==> config.mk <==
export PLATFORM = sky130hd
export DESIGN_NAME = e203_exu_oitf_tracker_flat
export DESIGN_NICKNAME = d
export VERILOG_FILES = /design/src/rtl/e203_exu_oitf_tracker_if.sv /design/src/rtl/e203_exu_oitf_tracker.sv /design/src/flat_wrapper.sv
export SDC_FILE = /design/constraint.sdc
export NUM_CORES = 1
export LEC_CHECK = 0
export ABC_AREA = 0
export CAP_MARGIN = 20
export CELL_PAD_IN_SITES_DETAIL_PLACEMENT = 1
export CELL_PAD_IN_SITES_GLOBAL_PLACEMENT = 2
export CORE_AREA = 2 2 96 98
export DETAILED_ROUTE_END_ITERATION = 8
export DIE_AREA = 0 0 98 100
export PLACE_DENSITY_LB_ADDON = 0.1
export SLEW_MARGIN = 20
export SYNTH_ARGS = -nofsm -noshare
export SYNTH_HDL_FRONTEND = slang
export SYNTH_SLANG_ARGS = --single-unit
==> constraint.sdc <==
create_clock -name clk -period 2.1 [get_ports clk]
set_clock_uncertainty 0.15 [all_clocks]
set_input_delay 0.42 -clock clk [delete_from_list [all_inputs] [get_ports clk]]
set_output_delay 0.42 -clock clk [all_outputs]
set_load 0.01 [all_outputs]
==> src/rtl/e203_exu_oitf_tracker_if.sv <==
// Dispatch <-> OITF handshake bundle: allocation request with hazard operands, plus the in-order retire port.
// The dispatch stage is the master and the OITF tracker is the slave.
`ifndef E203_RFIDX_WIDTH
`define E203_RFIDX_WIDTH 5
`endif
`ifndef E203_PC_SIZE
`define E203_PC_SIZE 32
`endif

interface e203_exu_oitf_tracker_if #(
    parameter int ITAG_W = 1
);
    logic                          disp_oitf_ena;
    logic                          disp_oitf_ready;
    logic [ITAG_W-1:0]             disp_oitf_ptr;
    logic                          disp_oitf_rs1en;
    logic                          disp_oitf_rs2en;
    logic                          disp_oitf_rs3en;
    logic                          disp_oitf_rs1fpu;
    logic                          disp_oitf_rs2fpu;
    logic                          disp_oitf_rs3fpu;
    logic [`E203_RFIDX_WIDTH-1:0]  disp_oitf_rs1idx;
    logic [`E203_RFIDX_WIDTH-1:0]  disp_oitf_rs2idx;
    logic [`E203_RFIDX_WIDTH-1:0]  disp_oitf_rs3idx;
    logic                          disp_oitf_rdwen;
    logic                          disp_oitf_rdfpu;
    logic [`E203_RFIDX_WIDTH-1:0]  disp_oitf_rdidx;
    logic [`E203_PC_SIZE-1:0]      disp_oitf_pc;
    logic                          oitfrd_match_disprs1;
    logic                          oitfrd_match_disprs2;
    logic                          oitfrd_match_disprs3;
    logic                          oitfrd_match_disprd;
    logic                          oitf_ret_ena;
    logic [ITAG_W-1:0]             oitf_ret_ptr;
    logic                          oitf_ret_rdwen;
    logic                          oitf_ret_rdfpu;
    logic [`E203_RFIDX_WIDTH-1:0]  oitf_ret_rdidx;
    logic [`E203_PC_SIZE-1:0]      oitf_ret_pc;
    logic                          oitf_empty;

    modport master (
        output disp_oitf_ena, disp_oitf_rs1en, disp_oitf_rs2en, disp_oitf_rs3en,
               disp_oitf_rs1fpu, disp_oitf_rs2fpu, disp_oitf_rs3fpu,
               disp_oitf_rs1idx, disp_oitf_rs2idx, disp_oitf_rs3idx,
               disp_oitf_rdwen, disp_oitf_rdfpu, disp_oitf_rdidx, disp_oitf_pc, oitf_ret_ena,
        input  disp_oitf_ready, disp_oitf_ptr,
               oitfrd_match_disprs1, oitfrd_match_disprs2, oitfrd_match_disprs3, oitfrd_match_disprd,
               oitf_ret_ptr, oitf_ret_rdwen, oitf_ret_rdfpu, oitf_ret_rdidx, oitf_ret_pc, oitf_empty
    );

    modport slave (
        input  disp_oitf_ena, disp_oitf_rs1en, disp_oitf_rs2en, disp_oitf_rs3en,
               disp_oitf_rs1fpu, disp_oitf_rs2fpu, disp_oitf_rs3fpu,
               disp_oitf_rs1idx, disp_oitf_rs2idx, disp_oitf_rs3idx,
               disp_oitf_rdwen, disp_oitf_rdfpu, disp_oitf_rdidx, disp_oitf_pc, oitf_ret_ena,
        output disp_oitf_ready, disp_oitf_ptr,
               oitfrd_match_disprs1, oitfrd_match_disprs2, oitfrd_match_disprs3, oitfrd_match_disprd,
               oitf_ret_ptr, oitf_ret_rdwen, oitf_ret_rdfpu, oitf_ret_rdidx, oitf_ret_pc, oitf_empty
    );
endinterface

==> src/rtl/e203_exu_oitf_tracker.sv <==
// Outstanding-instruction tracking FIFO for long-pipe ops: in-order alloc/retire with RAW/WAW hazard lookup.
// Optional macro E203_OITF_PC_EN adds per-entry PC storage; otherwise oitf_ret_pc reads as zero.
`ifndef E203_RFIDX_WIDTH
`define E203_RFIDX_WIDTH 5
`endif
`ifndef E203_PC_SIZE
`define E203_PC_SIZE 32
`endif

module e203_exu_oitf_tracker #(
    parameter int OITF_DEPTH = 2,
    parameter int ITAG_W     = (OITF_DEPTH > 1) ? $clog2(OITF_DEPTH) : 1
) (
    input  logic                     clk,
    input  logic                     rst_n,
    e203_exu_oitf_tracker_if.slave   oitf
);

    localparam int RFIDX_W = `E203_RFIDX_WIDTH;
    localparam int PC_W    = `E203_PC_SIZE;

    logic                vld_r   [OITF_DEPTH];
    logic                rdwen_r [OITF_DEPTH];
    logic                rdfpu_r [OITF_DEPTH];
    logic [RFIDX_W-1:0]  rdidx_r [OITF_DEPTH];

    logic [ITAG_W-1:0]   alc_ptr_r;
    logic [ITAG_W-1:0]   ret_ptr_r;
    logic                alc_flg_r;
    logic                ret_flg_r;

    logic                empty_s;
    logic                full_s;
    logic                alc_vld_s;
    logic                ret_vld_s;
    logic [ITAG_W:0]     alc_nxt_s;
    logic [ITAG_W:0]     ret_nxt_s;
    logic                hit_rs1_s;
    logic                hit_rs2_s;
    logic                hit_rs3_s;
    logic                hit_rd_s;

    // Advance a pointer, wrapping at the last entry and toggling the wrap flag; returns {flag, ptr}.
    function automatic logic [ITAG_W:0] ptr_inc(input logic [ITAG_W-1:0] ptr, input logic flg);
        logic [ITAG_W:0] res;
        if (ptr == ITAG_W'(OITF_DEPTH - 1)) begin
            res = {~flg, {ITAG_W{1'b0}}};
        end else begin
            res = {flg, ptr + ITAG_W'(1)};
        end
        return res;
    endfunction

    assign empty_s   = (alc_ptr_r == ret_ptr_r) && (alc_flg_r == ret_flg_r);
    assign full_s    = (alc_ptr_r == ret_ptr_r) && (alc_flg_r != ret_flg_r);
    assign alc_vld_s = oitf.disp_oitf_ena & ~full_s;
    assign ret_vld_s = oitf.oitf_ret_ena & ~empty_s;
    assign alc_nxt_s = ptr_inc(alc_ptr_r, alc_flg_r);
    assign ret_nxt_s = ptr_inc(ret_ptr_r, ret_flg_r);

    // Allocation and retire pointers with their wrap flags.
    always_ff @(posedge clk or negedge rst_n) begin
        if (!rst_n) begin
            alc_ptr_r <= {ITAG_W{1'b0}};
            alc_flg_r <= 1'b0;
            ret_ptr_r <= {ITAG_W{1'b0}};
            ret_flg_r <= 1'b0;
        end else begin
            if (alc_vld_s) begin
                {alc_flg_r, alc_ptr_r} <= alc_nxt_s;
            end
            if (ret_vld_s) begin
                {ret_flg_r, ret_ptr_r} <= ret_nxt_s;
            end
        end
    end

    // Entry valid bits and rd payload; alloc and retire never hit the same slot in one cycle.
    always_ff @(posedge clk or negedge rst_n) begin
        if (!rst_n) begin
            for (int i = 0; i < OITF_DEPTH; i++) begin
                vld_r[i]   <= 1'b0;
                rdwen_r[i] <= 1'b0;
                rdfpu_r[i] <= 1'b0;
                rdidx_r[i] <= {RFIDX_W{1'b0}};
            end
        end else begin
            for (int i = 0; i < OITF_DEPTH; i++) begin
                if (alc_vld_s && (alc_ptr_r == ITAG_W'(i))) begin
                    vld_r[i]   <= 1'b1;
                    rdwen_r[i] <= oitf.disp_oitf_rdwen;
                    rdfpu_r[i] <= oitf.disp_oitf_rdfpu;
                    rdidx_r[i] <= oitf.disp_oitf_rdidx;
                end else if (ret_vld_s && (ret_ptr_r == ITAG_W'(i))) begin
                    vld_r[i]   <= 1'b0;
                end
            end
        end
    end

`ifdef E203_OITF_PC_EN
    logic [PC_W-1:0] pc_r [OITF_DEPTH];

    // Per-entry PC captured at allocation.
    always_ff @(posedge clk or negedge rst_n) begin
        if (!rst_n) begin
            for (int i = 0; i < OITF_DEPTH; i++) begin
                pc_r[i] <= {PC_W{1'b0}};
            end
        end else begin
            for (int i = 0; i < OITF_DEPTH; i++) begin
                if (alc_vld_s && (alc_ptr_r == ITAG_W'(i))) begin
                    pc_r[i] <= oitf.disp_oitf_pc;
                end
            end
        end
    end

    assign oitf.oitf_ret_pc = pc_r[ret_ptr_r];
`else
    logic unused_pc_s;
    assign unused_pc_s      = ^oitf.disp_oitf_pc;
    assign oitf.oitf_ret_pc = {PC_W{1'b0}};
`endif

    // Hazard lookup: any valid rd-writing entry whose register (index and file) matches the operand.
    always_comb begin
        hit_rs1_s = 1'b0;
        hit_rs2_s = 1'b0;
        hit_rs3_s = 1'b0;
        hit_rd_s  = 1'b0;
        for (int i = 0; i < OITF_DEPTH; i++) begin
            hit_rs1_s = hit_rs1_s | (vld_r[i] & rdwen_r[i] & (rdidx_r[i] == oitf.disp_oitf_rs1idx)
                                     & (rdfpu_r[i] == oitf.disp_oitf_rs1fpu));
            hit_rs2_s = hit_rs2_s | (vld_r[i] & rdwen_r[i] & (rdidx_r[i] == oitf.disp_oitf_rs2idx)
                                     & (rdfpu_r[i] == oitf.disp_oitf_rs2fpu));
            hit_rs3_s = hit_rs3_s | (vld_r[i] & rdwen_r[i] & (rdidx_r[i] == oitf.disp_oitf_rs3idx)
                                     & (rdfpu_r[i] == oitf.disp_oitf_rs3fpu));
            hit_rd_s  = hit_rd_s  | (vld_r[i] & rdwen_r[i] & (rdidx_r[i] == oitf.disp_oitf_rdidx)
                                     & (rdfpu_r[i] == oitf.disp_oitf_rdfpu));
        end
    end

    assign oitf.oitfrd_match_disprs1 = oitf.disp_oitf_rs1en & hit_rs1_s;
    assign oitf.oitfrd_match_disprs2 = oitf.disp_oitf_rs2en & hit_rs2_s;
    assign oitf.oitfrd_match_disprs3 = oitf.disp_oitf_rs3en & hit_rs3_s;
    assign oitf.oitfrd_match_disprd  = oitf.disp_oitf_rdwen & hit_rd_s;

    assign oitf.disp_oitf_ready = ~full_s;
    assign oitf.disp_oitf_ptr   = alc_ptr_r;
    assign oitf.oitf_empty      = empty_s;
    assign oitf.oitf_ret_ptr    = ret_ptr_r;
    assign oitf.oitf_ret_rdwen  = rdwen_r[ret_ptr_r];
    assign oitf.oitf_ret_rdfpu  = rdfpu_r[ret_ptr_r];
    assign oitf.oitf_ret_rdidx  = rdidx_r[ret_ptr_r];

endmodule

==> src/flat_wrapper.sv <==
// flat-port wrapper written by rule: the top's interface ports become plain ports
module e203_exu_oitf_tracker_flat 
#(
    parameter int OITF_DEPTH = 2,
    parameter int ITAG_W     = (OITF_DEPTH > 1) ? $clog2(OITF_DEPTH) : 1
)
  (clk, rst_n, oitf_disp_oitf_ena, oitf_disp_oitf_rs1en, oitf_disp_oitf_rs2en, oitf_disp_oitf_rs3en, oitf_disp_oitf_rs1fpu, oitf_disp_oitf_rs2fpu, oitf_disp_oitf_rs3fpu, oitf_disp_oitf_rs1idx, oitf_disp_oitf_rs2idx, oitf_disp_oitf_rs3idx, oitf_disp_oitf_rdwen, oitf_disp_oitf_rdfpu, oitf_disp_oitf_rdidx, oitf_disp_oitf_pc, oitf_oitf_ret_ena, oitf_disp_oitf_ready, oitf_disp_oitf_ptr, oitf_oitfrd_match_disprs1, oitf_oitfrd_match_disprs2, oitf_oitfrd_match_disprs3, oitf_oitfrd_match_disprd, oitf_oitf_ret_ptr, oitf_oitf_ret_rdwen, oitf_oitf_ret_rdfpu, oitf_oitf_ret_rdidx, oitf_oitf_ret_pc, oitf_oitf_empty);
  e203_exu_oitf_tracker_if #(.ITAG_W(ITAG_W)) oitf_i ();
  input  logic clk;
  input  logic rst_n;
  input wire logic [$bits(oitf_i.disp_oitf_ena)-1:0] oitf_disp_oitf_ena;
  input wire logic [$bits(oitf_i.disp_oitf_rs1en)-1:0] oitf_disp_oitf_rs1en;
  input wire logic [$bits(oitf_i.disp_oitf_rs2en)-1:0] oitf_disp_oitf_rs2en;
  input wire logic [$bits(oitf_i.disp_oitf_rs3en)-1:0] oitf_disp_oitf_rs3en;
  input wire logic [$bits(oitf_i.disp_oitf_rs1fpu)-1:0] oitf_disp_oitf_rs1fpu;
  input wire logic [$bits(oitf_i.disp_oitf_rs2fpu)-1:0] oitf_disp_oitf_rs2fpu;
  input wire logic [$bits(oitf_i.disp_oitf_rs3fpu)-1:0] oitf_disp_oitf_rs3fpu;
  input wire logic [$bits(oitf_i.disp_oitf_rs1idx)-1:0] oitf_disp_oitf_rs1idx;
  input wire logic [$bits(oitf_i.disp_oitf_rs2idx)-1:0] oitf_disp_oitf_rs2idx;
  input wire logic [$bits(oitf_i.disp_oitf_rs3idx)-1:0] oitf_disp_oitf_rs3idx;
  input wire logic [$bits(oitf_i.disp_oitf_rdwen)-1:0] oitf_disp_oitf_rdwen;
  input wire logic [$bits(oitf_i.disp_oitf_rdfpu)-1:0] oitf_disp_oitf_rdfpu;
  input wire logic [$bits(oitf_i.disp_oitf_rdidx)-1:0] oitf_disp_oitf_rdidx;
  input wire logic [$bits(oitf_i.disp_oitf_pc)-1:0] oitf_disp_oitf_pc;
  input wire logic [$bits(oitf_i.oitf_ret_ena)-1:0] oitf_oitf_ret_ena;
  output wire logic [$bits(oitf_i.disp_oitf_ready)-1:0] oitf_disp_oitf_ready;
  output wire logic [$bits(oitf_i.disp_oitf_ptr)-1:0] oitf_disp_oitf_ptr;
  output wire logic [$bits(oitf_i.oitfrd_match_disprs1)-1:0] oitf_oitfrd_match_disprs1;
  output wire logic [$bits(oitf_i.oitfrd_match_disprs2)-1:0] oitf_oitfrd_match_disprs2;
  output wire logic [$bits(oitf_i.oitfrd_match_disprs3)-1:0] oitf_oitfrd_match_disprs3;
  output wire logic [$bits(oitf_i.oitfrd_match_disprd)-1:0] oitf_oitfrd_match_disprd;
  output wire logic [$bits(oitf_i.oitf_ret_ptr)-1:0] oitf_oitf_ret_ptr;
  output wire logic [$bits(oitf_i.oitf_ret_rdwen)-1:0] oitf_oitf_ret_rdwen;
  output wire logic [$bits(oitf_i.oitf_ret_rdfpu)-1:0] oitf_oitf_ret_rdfpu;
  output wire logic [$bits(oitf_i.oitf_ret_rdidx)-1:0] oitf_oitf_ret_rdidx;
  output wire logic [$bits(oitf_i.oitf_ret_pc)-1:0] oitf_oitf_ret_pc;
  output wire logic [$bits(oitf_i.oitf_empty)-1:0] oitf_oitf_empty;
  assign oitf_i.disp_oitf_ena = oitf_disp_oitf_ena;
  assign oitf_i.disp_oitf_rs1en = oitf_disp_oitf_rs1en;
  assign oitf_i.disp_oitf_rs2en = oitf_disp_oitf_rs2en;
  assign oitf_i.disp_oitf_rs3en = oitf_disp_oitf_rs3en;
  assign oitf_i.disp_oitf_rs1fpu = oitf_disp_oitf_rs1fpu;
  assign oitf_i.disp_oitf_rs2fpu = oitf_disp_oitf_rs2fpu;
  assign oitf_i.disp_oitf_rs3fpu = oitf_disp_oitf_rs3fpu;
  assign oitf_i.disp_oitf_rs1idx = oitf_disp_oitf_rs1idx;
  assign oitf_i.disp_oitf_rs2idx = oitf_disp_oitf_rs2idx;
  assign oitf_i.disp_oitf_rs3idx = oitf_disp_oitf_rs3idx;
  assign oitf_i.disp_oitf_rdwen = oitf_disp_oitf_rdwen;
  assign oitf_i.disp_oitf_rdfpu = oitf_disp_oitf_rdfpu;
  assign oitf_i.disp_oitf_rdidx = oitf_disp_oitf_rdidx;
  assign oitf_i.disp_oitf_pc = oitf_disp_oitf_pc;
  assign oitf_i.oitf_ret_ena = oitf_oitf_ret_ena;
  assign oitf_disp_oitf_ready = oitf_i.disp_oitf_ready;
  assign oitf_disp_oitf_ptr = oitf_i.disp_oitf_ptr;
  assign oitf_oitfrd_match_disprs1 = oitf_i.oitfrd_match_disprs1;
  assign oitf_oitfrd_match_disprs2 = oitf_i.oitfrd_match_disprs2;
  assign oitf_oitfrd_match_disprs3 = oitf_i.oitfrd_match_disprs3;
  assign oitf_oitfrd_match_disprd = oitf_i.oitfrd_match_disprd;
  assign oitf_oitf_ret_ptr = oitf_i.oitf_ret_ptr;
  assign oitf_oitf_ret_rdwen = oitf_i.oitf_ret_rdwen;
  assign oitf_oitf_ret_rdfpu = oitf_i.oitf_ret_rdfpu;
  assign oitf_oitf_ret_rdidx = oitf_i.oitf_ret_rdidx;
  assign oitf_oitf_ret_pc = oitf_i.oitf_ret_pc;
  assign oitf_oitf_empty = oitf_i.oitf_empty;
  e203_exu_oitf_tracker #(.OITF_DEPTH(OITF_DEPTH), .ITAG_W(ITAG_W)) u_core (.clk(clk), .rst_n(rst_n), .oitf(oitf_i));
endmodule
==> results of run 1 <==
[path summary, 6_finish.rpt]
kind | start | endpoint | cells after the start
worst max-delay path | u_core.rdidx_r[2] | oitf_oitfrd_match_disprs1 | 6
worst min-delay path | rst_n | u_core.rdwen_r[0] | 2
worst max register to register | u_core.ret_flg_r | u_core.rdfpu_r[1] | 5
worst min register to register | u_core.alc_flg_r | u_core.alc_flg_r | 1
max in group asynchronous | rst_n | u_core.oitf.oitf_ret_ptr | 2
min in group clk | u_core.alc_flg_r | u_core.alc_flg_r | 1
[cell families (layout without fill, tap and decap cells)]
family,after synthesis,after routing,synth area share
other cells,1,32,0.002194
compound gates,7,7,0.02782
buf+inv,45,86,0.1691
simple gates,26,26,0.09297
flops,20,20,0.2928
mux,21,21,0.1384
xor+xnor,54,54,0.2767
[cells in the mapped netlist, drive strengths merged]
library cell / n / share of area
buf: 32 / 0.14
nor2: 1 / 0.0022
or2b: 1 / 0.0066
mux2: 21 / 0.14
nor4: 8 / 0.029
xor2: 26 / 0.13
a21boi: 4 / 0.018
dfrtp: 20 / 0.29
conb: 1 / 0.0022
clkbuf: 13 / 0.029
nand3b: 1 / 0.0066
nand3: 1 / 0.0059
o211ai: 1 / 0.0044
o21ai: 2 / 0.0059
nand4: 8 / 0.029
nand2: 6 / 0.013
xnor2: 28 / 0.14
[worst max-delay path: cells and delay by family, from the launching register on]
kind / cells / cell delay [ns]
DFF: 1 / 0.48
xor gates and xnor gates: 1 / 0.17
and+or+nand+nor: 2 / 0.37
AOI/OAI and AO/OA: 1 / 0.15
buffers and inverters: 2 / 0.30
[stage by stage]
stage,power (mW),util,setup slack [ns]
after detailed placement,3.119,0.2670,-0.9549
after CTS,3.461,0.2776,-0.2787
after global placement,3.097,0.2670,-0.9517
final,3.502,0.2837,-0.2133
after global routing,3.781,0.2837,-0.3306
after floorplan,2.082,-,0.1846
[metal layers]
layer,track usage,up-vias,share of wire
met5,0,-,0
met4,0.01282,0,0.0029
met3,0.01532,2,0.049
met2,0.1791,45,0.49
met1,0.1408,663,0.46
li1,-,651,-
[sequential cells by signal, summed over array words and instances (netlist names)]
signal	cells
u_core.rdidx_r	10
u_core.rdfpu_r	2
u_core.rdwen_r	2
u_core.vld_r	2
u_core.alc_flg_r	1
u_core.oitf.disp_oitf_ptr	1
u_core.oitf.oitf_ret_ptr	1
u_core.ret_flg_r	1
[cell usage in the layout (no fill, tap or decap), drive strengths merged, types with 8 or more instances in the layout]
cell,instances
dfrtp,20
conb,32
dlygate4sd2,17
xnor2,28
clkdlybuf4s50,19
nand4,8
nor4,8
xor2,26
mux2,21
buf,40
[repair_timing]
action	in CTS	in global routing
setup buffers	2	4
pin swaps	22	12
resized for setup	63	10
setup endpoints to repair	14	11
[layout make-up]
| class | instances | area [µm²] |
|---|---|---|
| Multi-Input combinational cell | 140 | 1111 |
| Sequential cell | 20 | 509.2 |
| Fill cell | 1053 | 6367 |
| Timing Repair Buffer | 82 | 708.2 |
| Tap cell | 111 | 138.9 |
| Clock buffer | 4 | 55.05 |
[power by group through the flow]
stage                     combinational, mW  sequential, mW  clock (mW)
after floorplan                        1.40           0.680           0
after global placement                 2.24           0.852           0
after detailed placement               2.26           0.860           0
after CTS                              2.27           0.876       0.310
after global routing                   2.55           0.902       0.325
final                                  2.33           0.864       0.303
==> flow_summary.json, run 1 <==
{
  "status": "finished with violations",
  "failed_checks": "setup timing",
  "postSynthCellCount": 174,
  "dpl_cell_area_um2": 2374,
  "pwr-share-clk": 0.086,
  "worst-endpoint-required_ns": 1.53,
  "worst-setup-path-type": "flop to output pin",
  "detailedRoute.firstPassIterationCount": 2,
  "cts-root-buf": "clkbuf_8",
  "seq_power_share": 0.247,
  "grt.overflow.total": 0,
  "clkLatencyLatePin_ns": 0.26,
  "peakVddDrop_v": 0.0006288,
  "placedCellCount": 347,
  "drive_gt1_frac": 0.3618,
  "syn-mean-instance-area_um2": 9.823,
  "fin_crit_sh": 1.102,
  "grt_first_pass_wirelength_um": 8148,
  "pwr-share-comb": 0.667,
  "post_route_insts_no_fill": 357,
  "cts_inserted_buffers": 3,
  "final_antenna_net_count": 0,
  "cts_hold_buffers": 0,
  "max_freq_ghz": 0.4323,
  "grt_max_degree": 21,
  "register_bit_total_from_synthesis": 20,
  "worst_setup_path_start_kind": "flop",
  "initial_utilization": 0.1923,
  "rows": 35,
  "numClockSinks": 20,
  "max-cap-violations": 0,
  "via_per_inst": 3.812,
  "height_of_the_chip_um": 100,
  "rsz_0062_raised_after_global_routing": "true",
  "report.final.slew_viol_count": 0,
  "initial_antenna_violation_count": 0,
  "power.switching_fraction": 0.3981,
  "timing.critical_path.slowest_cell_delay_ns": 0.48,
  "stdcell_area_um2": 2522,
  "portion_of_the_post_synthesis_area_used_by_sequential_elements": 0.2928,
  "r2r_slack_ns": 0.17,
  "totalWireLength_um": 5143,
  "fp.dieW_um": 98,
  "nNetsFinal": 311,
  "critical_path_at_ns": 1.74,
  "diodes_inserted": 0,
  "count_of_port_buffers_added_during_placement": 46,
  "drc_errors": 0,
  "gp_congestion": 0.8051,
  "p_leak_nw": 1.077,
  "global_route.usage.total": 0.1034,
  "cts_max_level": 1,
  "synth.cell_area_um2": 1709,
  "fin_hold_ws_ns": 0.3495,
  "ctsLongestPathBuffers": 2,
  "final-setup-viol-count": 4,
  "power-per-cell-area_nw_per_um2": 1388,
  "timing.critical_path.fanout_max": 6,
  "die_area_um2": 9800,
  "cts_tree": "yes",
  "layout-area-overhead-vs-synth_pct": 47.58,
  "design.portCount": 111,
  "path_cells": "xor2_2, nor4_2, buf_4, nand4_1, a21boi_1, buf_2",
  "dr.first_iter.drc_count": 13,
  "critPathCaptureType": "output pin",
  "netlist-cell-type-count": 17,
  "timing.final.hold_violations": 0,
  "setup-tns-final_ns": -0.6658,
  "internal_power_mw": 2.108,
  "hold_path.class": "input pin to asynchronous set/reset pin",
  "placeableCoreArea_um2": 8890,
  "hpwlAfterDp_um": 4201,
  "worst_path_max_delay_cell": "dfrtp_2",
  "net-switching-power_mw": 1.394,
  "finalWorstSetupSlack_ns": -0.2133,
  "vias_in_the_first_global_route": 1524,
  "yosys_warnings": 0,
  "post_drt_wl_per_cell_um": 14.41,
  "clkSlewWorstSetupHoldPaths_ns": 0.08,
  "vias": 1361,
  "fin_crit_ns": 2.313
}
No activity file was read; power rests on OpenSTA's default activity.
==> run 2: changes to the inputs <==
CORE_AREA = 2 2 82 115   (was 2 2 96 98)
CTS_CLUSTER_SIZE = 40   (was not set)
DIE_AREA = 0 0 84 117   (was 0 0 98 100)
HOLD_SLACK_MARGIN = 0.15   (was not set)
==> run 2 against run 1 <==
The run still ends with setup timing left. Core utilization up 0.47 points. Combinational power up 3%. Total power up 2.9%. Routed wire length up 7.2%. Largest cell class unchanged.
==> flow_summary.json, run 2 (synthesis gave the netlist of run 1 again) <==
{
  "ctsLongestPathBuffers": 2,
  "path_cells": "buf_6, xor2_1, nor4_2, buf_4, nand4_1, a21boi_1, buf_2",
  "clkSlewWorstSetupHoldPaths_ns": 0.05,
  "drc_errors": 0,
  "dr.first_iter.drc_count": 21,
  "report.final.slew_viol_count": 0,
  "fp.dieW_um": 84,
  "post_route_insts_no_fill": 359,
  "nNetsFinal": 318,
  "reg2reg_to": "u_core.rdidx_r[7]",
  "critical_path_at_ns": 1.79,
  "placedCellCount": 348,
  "setup-tns-final_ns": -0.8607,
  "crit_start": "u_core.rdidx_r[5]",
  "count_of_port_buffers_added_during_placement": 46,
  "seq_power_share": 0.226,
  "diodes_inserted": 0,
  "placeableCoreArea_um2": 8875,
  "net-switching-power_mw": 1.432,
  "layout-area-overhead-vs-synth_pct": 49.78,
  "die_area_um2": 9828,
  "global_route.usage.total": 0.1153,
  "pwr-share-comb": 0.666,
  "grt_max_degree": 21,
  "vias": 1411,
  "hpwlAfterDp_um": 4505,
  "critPathCaptureType": "output pin",
  "peakVddDrop_v": 0.0005293,
  "final_antenna_net_count": 0,
  "timing.critical_path.fanout_max": 4,
  "final_common_cell": "buf_4",
  "final-setup-viol-count": 4,
  "worst-endpoint-required_ns": 1.53,
  "design.portCount": 111,
  "largest_reg_flops": 10,
  "clkLatencyLatePin_ns": 0.25,
  "initial_utilization": 0.1926,
  "r2r_start": "u_core.oitf.oitf_ret_ptr",
  "cts_hold_buffers": 0,
  "registers.top_by_ff_count": "u_core.rdidx_r",
  "timing.final.hold_violations": 0,
  "via_per_inst": 3.930,
  "totalWireLength_um": 5515,
  "pwr-share-clk": 0.108,
  "detailedRoute.firstPassIterationCount": 2,
  "fin_crit_ns": 2.361,
  "finish.utilization": 0.2885,
  "cts_inserted_buffers": 3,
  "vias_in_the_first_global_route": 1555,
  "status": "finished with violations",
  "worst_path_max_delay_cell": "dfrtp_1",
  "grt.overflow.total": 0,
  "height_of_the_chip_um": 117,
  "internal_power_mw": 2.172,
  "numClockSinks": 20,
  "failed_checks": "setup timing",
  "rows": 41,
  "rsz_0062_raised_after_global_routing": "true",
  "cts_max_level": 1,
  "power-per-cell-area_nw_per_um2": 1408,
  "grt_first_pass_wirelength_um": 8583,
  "hold_path.class": "input pin to asynchronous set/reset pin",
  "max_freq_ghz": 0.4236,
  "cts-root-buf": "clkbuf_16",
  "gp_congestion": 0.7665,
  "post-place-ws_ns": -1.047,
  "most-common-layout-cells": "buf_4 (41), conb_1 (32), xnor2_1 (26)",
  "finalWorstSetupSlack_ns": -0.2606,
  "r2r_slack_ns": 0.21,
  "max-cap-violations": 0,
  "drive_gt1_frac": 0.3651,
  "worst-setup-path-type": "flop to output pin",
  "initial_antenna_violation_count": 0,
  "worst_setup_path_start_kind": "flop",
  "power.switching_fraction": 0.3973,
  "fin_crit_sh": 1.124,
  "p_leak_nw": 1.128,
  "cts_tree": "yes",
  "worst_r2r_path_cells": 5,
  "post_drt_wl_per_cell_um": 15.36,
  "total_power_mw": 3.604,
  "timing.critical_path.slowest_cell_delay_ns": 0.39
}
run 2: worst max-delay path: cells and delay by family, from the launching register on:
| family | cells | cell delay, ns |
|---|---|---|
| AOI/OAI and AO/OA | 1 | 0.14 |
| xor gates and xnor gates | 1 | 0.17 |
| buffers and inverters | 3 | 0.45 |
| DFF | 1 | 0.39 |
| and+or+nand+nor | 2 | 0.40 |
run 2: final cells by class:
type,count,area [µm²]
multi-input cells,140,1109
clock buffers,3,75.07
fillers,1054,6315
repair buffers,89,737.0
well taps,107,133.9
flip-flops and latches,20,505.5
run 2: repair_timing:
action | in CTS | in global routing
endpoints found under the setup margin | 13 | 5
buffers inserted | 5 | 4
gates resized for setup | 61 | 6
pin swaps | 15 | 3
run 2: per-stage QoR:
stage	cell area (µm²)	hold WS [ns]
finish	2560	0.3656
global route	2560	0.4041
CTS	2519	0.3786
detailed placement	2394	0.3490
global placement	2394	0.3314
floorplan	1826	-0.02559
run 2: worst max path at each step:
stage / endpoint / slack [ns]
after global placement: oitf_oitfrd_match_disprd / -1.05
after floorplan: oitf_oitfrd_match_disprd / 0.18
after CTS: oitf_oitfrd_match_disprs2 / -0.28
after detailed placement: oitf_oitfrd_match_disprd / -1.05
final: oitf_oitfrd_match_disprs2 / -0.26
after global routing: oitf_oitfrd_match_disprs2 / -0.31
run 2: power groups by stage:
stage	Clock [mW]	Sequential (mW)	Combinational (mW)
6_report	0.389	0.816	2.40
5_1_grt	0.409	0.849	2.63
4_1_cts	0.398	0.820	2.38
3_5_place_dp	0	0.822	2.31
3_3_place_gp	0	0.814	2.28
2_1_floorplan	0	0.680	1.40
run 2: layer usage:
metal / up-vias / track usage / share of wire
met2: 62 / 0.2213 / 0.54
li1: 667 / - / -
met5: - / 0 / 0
met4: 0 / 0.04516 / 0.025
met3: 7 / 0.02034 / 0.051
met1: 675 / 0.1260 / 0.39
==> run 3: changes to the inputs <==
CORE_AREA = 2 2 96 98   (was 2 2 82 115)
DIE_AREA = 0 0 98 100   (was 0 0 84 117)
==> results of run 3 <==
The final DEF is identical to that of run 1; final timing and power are the same.
